$ cat src/rtl/serial_word_adder_if.sv
// Handshake and data bundle for serial_word_adder: operand request side and result side.
// The producer/consumer drives through master; the adder itself uses slave.
interface serial_word_adder_if #(
    parameter int unsigned WIDTH = 8
);
    logic             in_valid;
    logic             in_ready;
    logic [WIDTH-1:0] a_in;
    logic [WIDTH-1:0] b_in;
    logic             sub;
    logic             out_valid;
    logic             out_ready;
    logic [WIDTH-1:0] sum_out;
    logic             cout_out;
    logic             ovf_out;
    logic             busy;

    modport master (
        output in_valid, a_in, b_in, sub, out_ready,
        input  in_ready, out_valid, sum_out, cout_out, ovf_out, busy
    );

    modport slave (
        input  in_valid, a_in, b_in, sub, out_ready,
        output in_ready, out_valid, sum_out, cout_out, ovf_out, busy
    );
endinterface

$ cat src/rtl/serial_word_adder.sv
// Bit-serial add/subtract of two parallel words through one full-adder cell, LSB first,
// with the sum reassembled into a parallel result carrying carry-out and signed overflow.
module serial_word_adder #(
    parameter int unsigned WIDTH = 8
) (
    input logic                clk,
    input logic                reset,
    serial_word_adder_if.slave bus
);
    localparam int unsigned CW = (WIDTH > 2) ? $clog2(WIDTH) : 1;
    localparam logic [CW-1:0] LastCnt = CW'(WIDTH - 1);

    typedef enum logic [1:0] {StIdle, StShift, StDone} state_e;

    state_e           state_q, state_d;
    logic [WIDTH-1:0] a_q, a_d;
    logic [WIDTH-1:0] b_q, b_d;
    logic [WIDTH-1:0] res_q, res_d;
    logic [CW-1:0]    cnt_q, cnt_d;
    logic             carry_q, carry_d;
    logic             a_msb_q, a_msb_d;
    logic             beff_msb_q, beff_msb_d;
    logic [WIDTH-1:0] sum_q, sum_d;
    logic             cout_q, cout_d;
    logic             ovf_q, ovf_d;

    logic             s_bit;
    logic             carry_next;
    logic [WIDTH-1:0] b_eff;

    always_ff @(posedge clk) begin
        if (reset) begin
            state_q    <= StIdle;
            a_q        <= '0;
            b_q        <= '0;
            res_q      <= '0;
            cnt_q      <= '0;
            carry_q    <= 1'b0;
            a_msb_q    <= 1'b0;
            beff_msb_q <= 1'b0;
            sum_q      <= '0;
            cout_q     <= 1'b0;
            ovf_q      <= 1'b0;
        end else begin
            state_q    <= state_d;
            a_q        <= a_d;
            b_q        <= b_d;
            res_q      <= res_d;
            cnt_q      <= cnt_d;
            carry_q    <= carry_d;
            a_msb_q    <= a_msb_d;
            beff_msb_q <= beff_msb_d;
            sum_q      <= sum_d;
            cout_q     <= cout_d;
            ovf_q      <= ovf_d;
        end
    end

    always_comb begin
        state_d    = state_q;
        a_d        = a_q;
        b_d        = b_q;
        res_d      = res_q;
        cnt_d      = cnt_q;
        carry_d    = carry_q;
        a_msb_d    = a_msb_q;
        beff_msb_d = beff_msb_q;
        sum_d      = sum_q;
        cout_d     = cout_q;
        ovf_d      = ovf_q;

        s_bit      = a_q[0] ^ b_q[0] ^ carry_q;
        carry_next = (a_q[0] & b_q[0]) | (carry_q & (a_q[0] ^ b_q[0]));
        // Subtraction is A + ~B + 1: the +1 enters as the initial carry.
        b_eff      = bus.sub ? ~bus.b_in : bus.b_in;

        unique case (state_q)
            StIdle: begin
                if (bus.in_valid) begin
                    a_d        = bus.a_in;
                    b_d        = b_eff;
                    carry_d    = bus.sub;
                    cnt_d      = '0;
                    a_msb_d    = bus.a_in[WIDTH-1];
                    beff_msb_d = b_eff[WIDTH-1];
                    state_d    = StShift;
                end
            end
            StShift: begin
                a_d     = a_q >> 1;
                b_d     = b_q >> 1;
                res_d   = {s_bit, res_q[WIDTH-1:1]};
                carry_d = carry_next;
                cnt_d   = cnt_q + 1'b1;
                if (cnt_q == LastCnt) begin
                    state_d = StDone;
                    sum_d   = {s_bit, res_q[WIDTH-1:1]};
                    cout_d  = carry_next;
                    ovf_d   = (a_msb_q == beff_msb_q) && (s_bit != a_msb_q);
                end
            end
            StDone: begin
                if (bus.out_ready) begin
                    state_d = StIdle;
                end
            end
            default: state_d = StIdle;
        endcase
    end

    assign bus.in_ready  = (state_q == StIdle);
    assign bus.out_valid = (state_q == StDone);
    assign bus.busy      = (state_q != StIdle);
    assign bus.sum_out   = sum_q;
    assign bus.cout_out  = cout_q;
    assign bus.ovf_out   = ovf_q;
endmodule

$ cat src/flat_wrapper.sv
// flat-port wrapper written by rule: the top's interface ports become plain ports
module serial_word_adder_flat 
#(
    parameter int unsigned WIDTH = 8
)
  (clk, reset, bus_in_valid, bus_a_in, bus_b_in, bus_sub, bus_out_ready, bus_in_ready, bus_out_valid, bus_sum_out, bus_cout_out, bus_ovf_out, bus_busy);
  serial_word_adder_if #(.WIDTH(WIDTH)) bus_i ();
  input logic clk;
  input logic reset;
  input wire logic [$bits(bus_i.in_valid)-1:0] bus_in_valid;
  input wire logic [$bits(bus_i.a_in)-1:0] bus_a_in;
  input wire logic [$bits(bus_i.b_in)-1:0] bus_b_in;
  input wire logic [$bits(bus_i.sub)-1:0] bus_sub;
  input wire logic [$bits(bus_i.out_ready)-1:0] bus_out_ready;
  output wire logic [$bits(bus_i.in_ready)-1:0] bus_in_ready;
  output wire logic [$bits(bus_i.out_valid)-1:0] bus_out_valid;
  output wire logic [$bits(bus_i.sum_out)-1:0] bus_sum_out;
  output wire logic [$bits(bus_i.cout_out)-1:0] bus_cout_out;
  output wire logic [$bits(bus_i.ovf_out)-1:0] bus_ovf_out;
  output wire logic [$bits(bus_i.busy)-1:0] bus_busy;
  assign bus_i.in_valid = bus_in_valid;
  assign bus_i.a_in = bus_a_in;
  assign bus_i.b_in = bus_b_in;
  assign bus_i.sub = bus_sub;
  assign bus_i.out_ready = bus_out_ready;
  assign bus_in_ready = bus_i.in_ready;
  assign bus_out_valid = bus_i.out_valid;
  assign bus_sum_out = bus_i.sum_out;
  assign bus_cout_out = bus_i.cout_out;
  assign bus_ovf_out = bus_i.ovf_out;
  assign bus_busy = bus_i.busy;
  serial_word_adder #(.WIDTH(WIDTH)) u_core (.clk(clk), .reset(reset), .bus(bus_i));
endmodule
$ cat config.mk
export PLATFORM = sky130hd
export DESIGN_NAME = serial_word_adder_flat
export DESIGN_NICKNAME = d
export VERILOG_FILES = /design/src/rtl/serial_word_adder_if.sv /design/src/rtl/serial_word_adder.sv /design/src/flat_wrapper.sv
export SDC_FILE = /design/constraint.sdc
export NUM_CORES = 1
export LEC_CHECK = 0
export CAP_MARGIN = 20
export CORE_MARGIN = 3
export CORE_UTILIZATION = 45
export CTS_CLUSTER_DIAMETER = 80
export CTS_CLUSTER_SIZE = 40
export DETAILED_ROUTE_END_ITERATION = 10
export DONT_BUFFER_PORTS = 1
export HOLD_SLACK_MARGIN = 0.06
export SLEW_MARGIN = 15
export SYNTH_ARGS = -nofsm -noshare
export SYNTH_HDL_FRONTEND = slang
export SYNTH_SLANG_ARGS = --single-unit
$ cat constraint.sdc
create_clock -name clk -period 3.6 [get_ports clk]
set_input_delay 0.72 -clock clk [delete_from_list [all_inputs] [get_ports clk]]
set_output_delay 0.72 -clock clk [all_outputs]
set_load 0.05 [all_outputs]
After elaboration in Yosys (flattened, before gate mapping)
Cells that the tools add are included.
- mux-type cells: 13
- bitwise logic cells: 6
- add/sub/neg operators: 1
- equality and inequality tests: 8
- reduce and logical (&&, ||, !) cells: 8
- operators by type and width (cell ; count):
    $pmux 8 s2 ; 2
    $mux 8 ; 3
    $not 8->8 ; 1
    $mux 2 ; 3
    $pmux 2 s3 ; 1
    $pmux 3 s2 ; 1
    $reduce_and 2->1 ; 3
    $ne 2x2->1 const B ; 2
    $reduce_bool 2->1 ; 2
    $add 3x1->3 const B ; 1
    $eq 3x3->1 const B ; 1
    $mux 3 ; 1
    $reduce_and 3->1 ; 1
    $and 1x1->1 ; 2
    $eq 2x1->1 const B ; 1
    $eq 2x2->1 const B ; 1
    $logic_not 2->1 ; 1
    $ne 2x1->1 const B ; 1
    $pmux 1 s2 ; 1
    $xor 1x1->1 ; 2
    $eq 1x1->1 ; 1
    $logic_and 1x1->1 ; 1
    $mux 1 ; 1
    $ne 1x1->1 ; 1
    $or 1x1->1 ; 1
- output and inout port bits: 13
- logic and storage cells: 47
- bits of input ports: 21
- bits in registers: 42

Logic depth before layout (Yosys ltp)
Gate-level depths: netlist of run 1.
- depth in word-level cells: 4
- depth in mapped cells: 6
- gate-level depth less buffers: 5

Worst setup path after synthesis of run 1
OpenSTA, ideal clock, no wires.
- path type: reg2out
- start: reg u_core.state_q[0]
- end: out bus_in_ready
- arrival: 1409 ps
- setup slack: 1471 ps
- data required time: 2880 ps
- buffers on the path: 2
- cell stages (with the launch flop): 5
- cells stage by stage: dfxtp_1 > buf_6 > buf_2 > or2_2 > inv_1
- longest elaborated chain between the ends: 1
- ends and longest elaborated chain (item ; RTL line ; text):
    start, declared ; serial_word_adder.sv:15 ; state_e state_q, state_d;
    start signal, assigned ; serial_word_adder.sv:33 ; state_q <= StIdle;
    start signal, assigned ; serial_word_adder.sv:45 ; state_q <= state_d;
    $logic_not 2->1 ; serial_word_adder.sv:111 ; assign bus.in_ready = (state_q == StIdle);
    end, declared ; flat_wrapper.sv:15 ; output wire logic [$bits(bus_i.in_ready)-1:0] bus_in_ready;
Every way passes these cells.

Final worst setup path of run 1
Same ends and word-level chain as after synthesis.

==> impl_metrics.ini, run 1 <==
[timing]
whs_ns = 0.458
skew_ns = 0.00511
hold_viol = 0
finalCritPeriodShare_pct = 70.5
relSlewSlack_pct = 34.2
period_needed_ns = 2.54
finalSetupViolations = 0
worstMarginPinSlew_ns = 0.985
rsz0062_at_grt = no
clock.fmax_mhz = 394
tns_ns = 0
setup_slack_ns = 1.06
finalMaxSlewViolations = 0

[cells_and_area]
areaGrowthSynthToFinish_pct = 5.34
fillers = 328
drive_gt1_share_pct = 6.99
antenna-diode-count = 0
fin_nets = 209
multiInputGateArea_um2 = 818
seq_area_um2 = 821

[hold_path]
worstHoldStart = u_core.res_q[1]
holdPathEnd = u_core.res_q[1]
holdPathStages = 2
hold_class = reg -> reg

[clock_network]
cts_buffers = 5
clkTransAtPathRegs_ns = 0.07
cts_tree = built
cts_max_level = 2
ctsResizeCount = 0
cts_hold_buf = 0
cts_root_buffer = clkbuf_8
post_cts_buffers = 0
insertion_delay_ns = 0.29
cts.sinks = 41
cts_max_path_buffers = 2

[logic_synthesis]
synth_cells = 193
synthSimpleGateAreaFrac_pct = 19.4
synth_compound_area_share_pct = 14.7
synth_top_family_by_area = simple AND/OR/NAND/NOR gates
seq_area_frac_synth_pct = 47.3
synthTopCellsByArea = dfxtp_1 (47%), a21oi_1 (6.6%), nand2_1 (6.1%), mux2i_1 (5.8%), nor2_1 (4.1%)
synth_mux_area_share_pct = 6.42
synth_edf_count = 0
synthTopCellsByCount = dfxtp_1 (41), nand2_1 (28), a21oi_1 (23)
synth_warnings = 0
syn-mean-instance-area_um2 = 8.99
synth_most_common_cell = dfxtp_1
synth_cell_types = 28
synth-main-ff-cell = dfxtp_1
synth_top_area_cell = dfxtp_1
synth-xor-area-share_pct = 4.04
synthArstFlopShare_pct = 0
yosys.area_share.adder_pct = 2.60
ys_ff_latch = 41
syn_area_um2 = 1740
netlist.area_leader.share_pct = 47.3
syn_nets = 217

[worst_setup_path]
critPathKind = reg -> out
critPathCaptureType = primary output
cp_max_fo = 18
critPathTopFamily = flip-flops
ff2ff_path_depth = 3
required_ns = 2.88
arrival_ns = 1.82
cp_slowest_stage_delay_ns = 0.83
r2r_slack_ns = 1.54
worst-path-buf-inv = 1
crit_chain = or2_2 -> inv_1
r2r-end = u_core.b_q[0]
cp-start-kind = register
rr_startpoint = u_core.state_q[0]
cp_slowest_cell = dfxtp_1

[placement]
dp_hpwl_um = 2210
globalplace.congestion = 0.697
post-place-ws_ns = 1.38
io_buffers = 0

[pwr]
peakVddDrop_mv = 0.224
power.density_nw_per_um2 = 517
p_leak_nw = 0.666

[route]
wl_per_cell_um = 14.4
drt_iter0_drc = 111
detail-route-antenna-nets = 0
dr_total_vias = 1271
viasPerCell = 5.48
routed_wl_um = 3340
first_pass_iters = 4
post-route-drc-count = 0

[floorplanning]
rows = 21
ioPinCount = 34
fp.dieH_um = 68.1
core_area_um2 = 3520
start_util_pct = 49.3
die_w_um = 68.1
dieArea_um2 = 4640

[grt]
grt_use_met2_pct = 23.7
grt_max_degree = 38
grt_usage_pct = 16.0
grt_pass1_vias = 1194
use_met3_pct = 5.75
grt_pass1_wl_um = 5520
antenna_found_initial = 0
overflow = 0
busiest_layer = met2
use_met1_pct = 21.3

[job]
max_cap_violations = 0

[outcome]
status = complete, no violations
[cell families after synthesis]
group,count (synthesis)
buffers and inverters,18
AOI/OAI and AO/OA,39
xor gates and xnor gates,8
muxes,11
and+or+nand+nor,73
DFF,41
adders and majority gates,3
[state kept, by name, summed over array words and instances (netlist names)]
name,count
u_core.bus.ovf_out,1
u_core.res_q,7
u_core.a_msb_q,1
u_core.beff_msb_q,1
u_core.cnt_q,3
u_core.bus.sum_out,8
u_core.bus.cout_out,1
u_core.carry_q,1
u_core.state_q,2
u_core.a_q,8
u_core.b_q,8
[worst max path at each step]
stage / cells after the start / from / end
floorplan: 4 / u_core.state_q[0] / bus_in_ready
global placement: 2 / u_core.state_q[0] / bus_in_ready
detailed placement: 2 / u_core.state_q[0] / bus_in_ready
CTS: 2 / u_core.state_q[0] / bus_in_ready
global route: 2 / u_core.state_q[0] / bus_in_ready
finish: 2 / u_core.state_q[0] / bus_in_ready
[through the flow]
| step | utilization [%] | instances | cell area (um2) | power, mW |
|---|---|---|---|---|
| 2_1_floorplan | - | 193 | 1740 | 0.577 |
| 3_3_place_gp | 48.6 | 224 | 1710 | 0.576 |
| 3_5_place_dp | 48.6 | 224 | 1710 | 0.578 |
| 4_1_cts | 51.9 | 232 | 1830 | 0.953 |
| 5_1_grt | 51.9 | 232 | 1830 | 0.983 |
| 6_report | 51.9 | 232 | 1830 | 0.945 |
[where the power goes]
part / internal [mW] / total (mW) / switching, mW
registers: 0.474 / 0.491 / 0.0173
clock network: 0.226 / 0.376 / 0.150
logic: 0.0365 / 0.0772 / 0.0406
[layout make-up]
type	instances	area share, %
Sequential cell	41	44.9
Multi-Input combinational cell	134	44.8
Clock buffer	7	4.72
Tap cell	46	3.15
Clock inverter	1	1.64
Timing Repair Buffer	1	0.411
Inverter	2	0.411
[routing by layer]
metal	share of wire [%]	wire length [um]
met1	47	1580
met2	43	1420
met3	8.5	284
met4	1.3	45
met5	0	0
[placed cells by master (no fill, tap or decap), types with 3 or more instances in the layout]
cell	Yosys	layout
a211oi_1	8	8
a21oi_1	23	23
a221o_1	7	7
clkbuf_8	0	6
dfxtp_1	41	41
mux2i_1	10	10
nand2_1	28	28
nand3_1	12	12
nor2_1	19	19
nor3_1	3	3
xnor2_1	7	7
[worst min-delay path: cells and delay by family, from the launching register on]
kind	cells	cell delay [ns]
flip-flops	1	0.32
AND/OR/NAND/NOR	1	0.05
AO/OA/AOI/OAI	1	0.05
(Power assumes the default switching activity.)
==> run 2, diff against run 1 <==
- clock period: 3.6 -> 2.45 ns (I/O delays scaled with it)
==> impl_metrics.ini, run 2 (synthesis gave the netlist of run 1 again) <==
[outcome]
status = complete, no violations

[timing]
whs_ns = 0.269
worstMarginPinSlew_ns = 0.988
hold_viol = 0
period_needed_ns = 2.10
finalSetupViolations = 0
relSlewSlack_pct = 34.0
clock.fmax_mhz = 477
finalMaxSlewViolations = 0
finalCritPeriodShare_pct = 85.6
tns_ns = 0
skew_ns = 0.00300
rsz0062_at_grt = no

[worst_setup_path]
cp-start-kind = register
cp_slowest_cell = nor2b_1
cp_slowest_stage_delay_ns = 0.83
critPathTopFamily = simple AND/OR/NAND/NOR gates
ff2ff_path_depth = 3
cp_max_fo = 10
arrival_ns = 1.61
rr_startpoint = u_core.state_q[1]
worst-path-buf-inv = 0
critPathKind = reg -> out
critPathCaptureType = primary output
required_ns = 1.96
r2r-end = u_core.state_q[1]
crit_chain = nor2b_1
r2r_slack_ns = 0.80

[clock_network]
post_cts_buffers = 0
cts.sinks = 41
cts_buffers = 5
cts_root_buffer = clkbuf_8
cts_max_level = 2
cts_max_path_buffers = 2
cts_hold_buf = 0
cts_tree = built
ctsResizeCount = 0
insertion_delay_ns = 0.29
clkTransAtPathRegs_ns = 0.07

[hold_path]
hold_class = in -> reg
holdPathStages = 1
worstHoldStart = reset
holdPathEnd = u_core.a_q[2]

[pwr]
p_leak_nw = 0.677
peakVddDrop_mv = 0.276
power.density_nw_per_um2 = 695

[cells_and_area]
seq_area_um2 = 821
final_cell_area_um2 = 1840
final_common_cell = dfxtp_1
layout_common_cells = dfxtp_1 (41), nand2_1 (28), a21oi_1 (23), nor2_1 (19), nand3_1 (12)
antenna-diode-count = 0
fin_nets = 214
multiInputGateArea_um2 = 818
fillers = 346
drive_gt1_share_pct = 8.95
areaGrowthSynthToFinish_pct = 5.77

[floorplanning]
dieArea_um2 = 4640
fp.dieH_um = 68.1
start_util_pct = 49.3
ioPinCount = 34
die_w_um = 68.1
rows = 21
core_area_um2 = 3520

[placement]
dp_hpwl_um = 2300
globalplace.congestion = 0.752
post_dp_cell_area_um2 = 1750
io_buffers = 0

[route]
wl_per_cell_um = 14.2
first_pass_iters = 4
detail-route-antenna-nets = 0
routed_wl_um = 3360
dr_total_vias = 1302
drt_iter0_drc = 81
viasPerCell = 5.52
post-route-drc-count = 0

[grt]
grt_pass1_vias = 1248
overflow = 0
grt_pass1_wl_um = 5800
grt_max_degree = 38
antenna_found_initial = 0
grt_usage_pct = 16.8

[job]
max_cap_violations = 0
-- run 2: cell types whose count changed in the layout (fill, tap and decap cells not counted), sizes merged --
cell	delta
bufinv	-1
buf	+5
-- run 2: area by class of cell --
type                       count  share of cell area [%]
sequential                    41                    44.7
multi-input combinational    134                    44.6
clock buffer                   7                    4.70
tap                           46                    3.14
timing repair buffer           6                    2.45
inverter                       2                   0.409
-- run 2: metal layers --
layer	wire length [um]	track usage, %	vias up
met5	0	0	-
met4	38	5.96	0
met3	248	6.08	5
met2	1420	24.3	37
met1	1650	22.9	606
li1	-	-	654
-- run 2: worst max-delay path by stage --
stage	endpoint	from	slack, ns	cells past startpoint
after floorplan	bus_in_ready	u_core.state_q[0]	0.55	4
after global placement	bus_out_valid	u_core.state_q[1]	0.71	1
after detailed placement	bus_out_valid	u_core.state_q[1]	0.67	1
after CTS	bus_out_valid	u_core.state_q[1]	0.35	1
after global routing	bus_out_valid	u_core.state_q[1]	0.30	1
final	bus_out_valid	u_core.state_q[1]	0.35	1
-- run 2: power by group --
part	internal, mW	leakage (nW)	switching [mW]
clock network	0.223	0.0443	0.211
logic	0.0592	0.298	0.0653
registers	0.697	0.335	0.0205
total	0.979	0.677	0.297
-- run 2: metrics by stage --
stage,utilization [%],instances,power (mW),setup slack [ns]
after floorplan,-,193,0.847,0.551
after global placement,49.7,229,0.853,0.706
after detailed placement,49.7,229,0.857,0.675
after CTS,52.1,236,1.29,0.349
after global routing,52.1,236,1.33,0.300
final,52.1,236,1.28,0.353
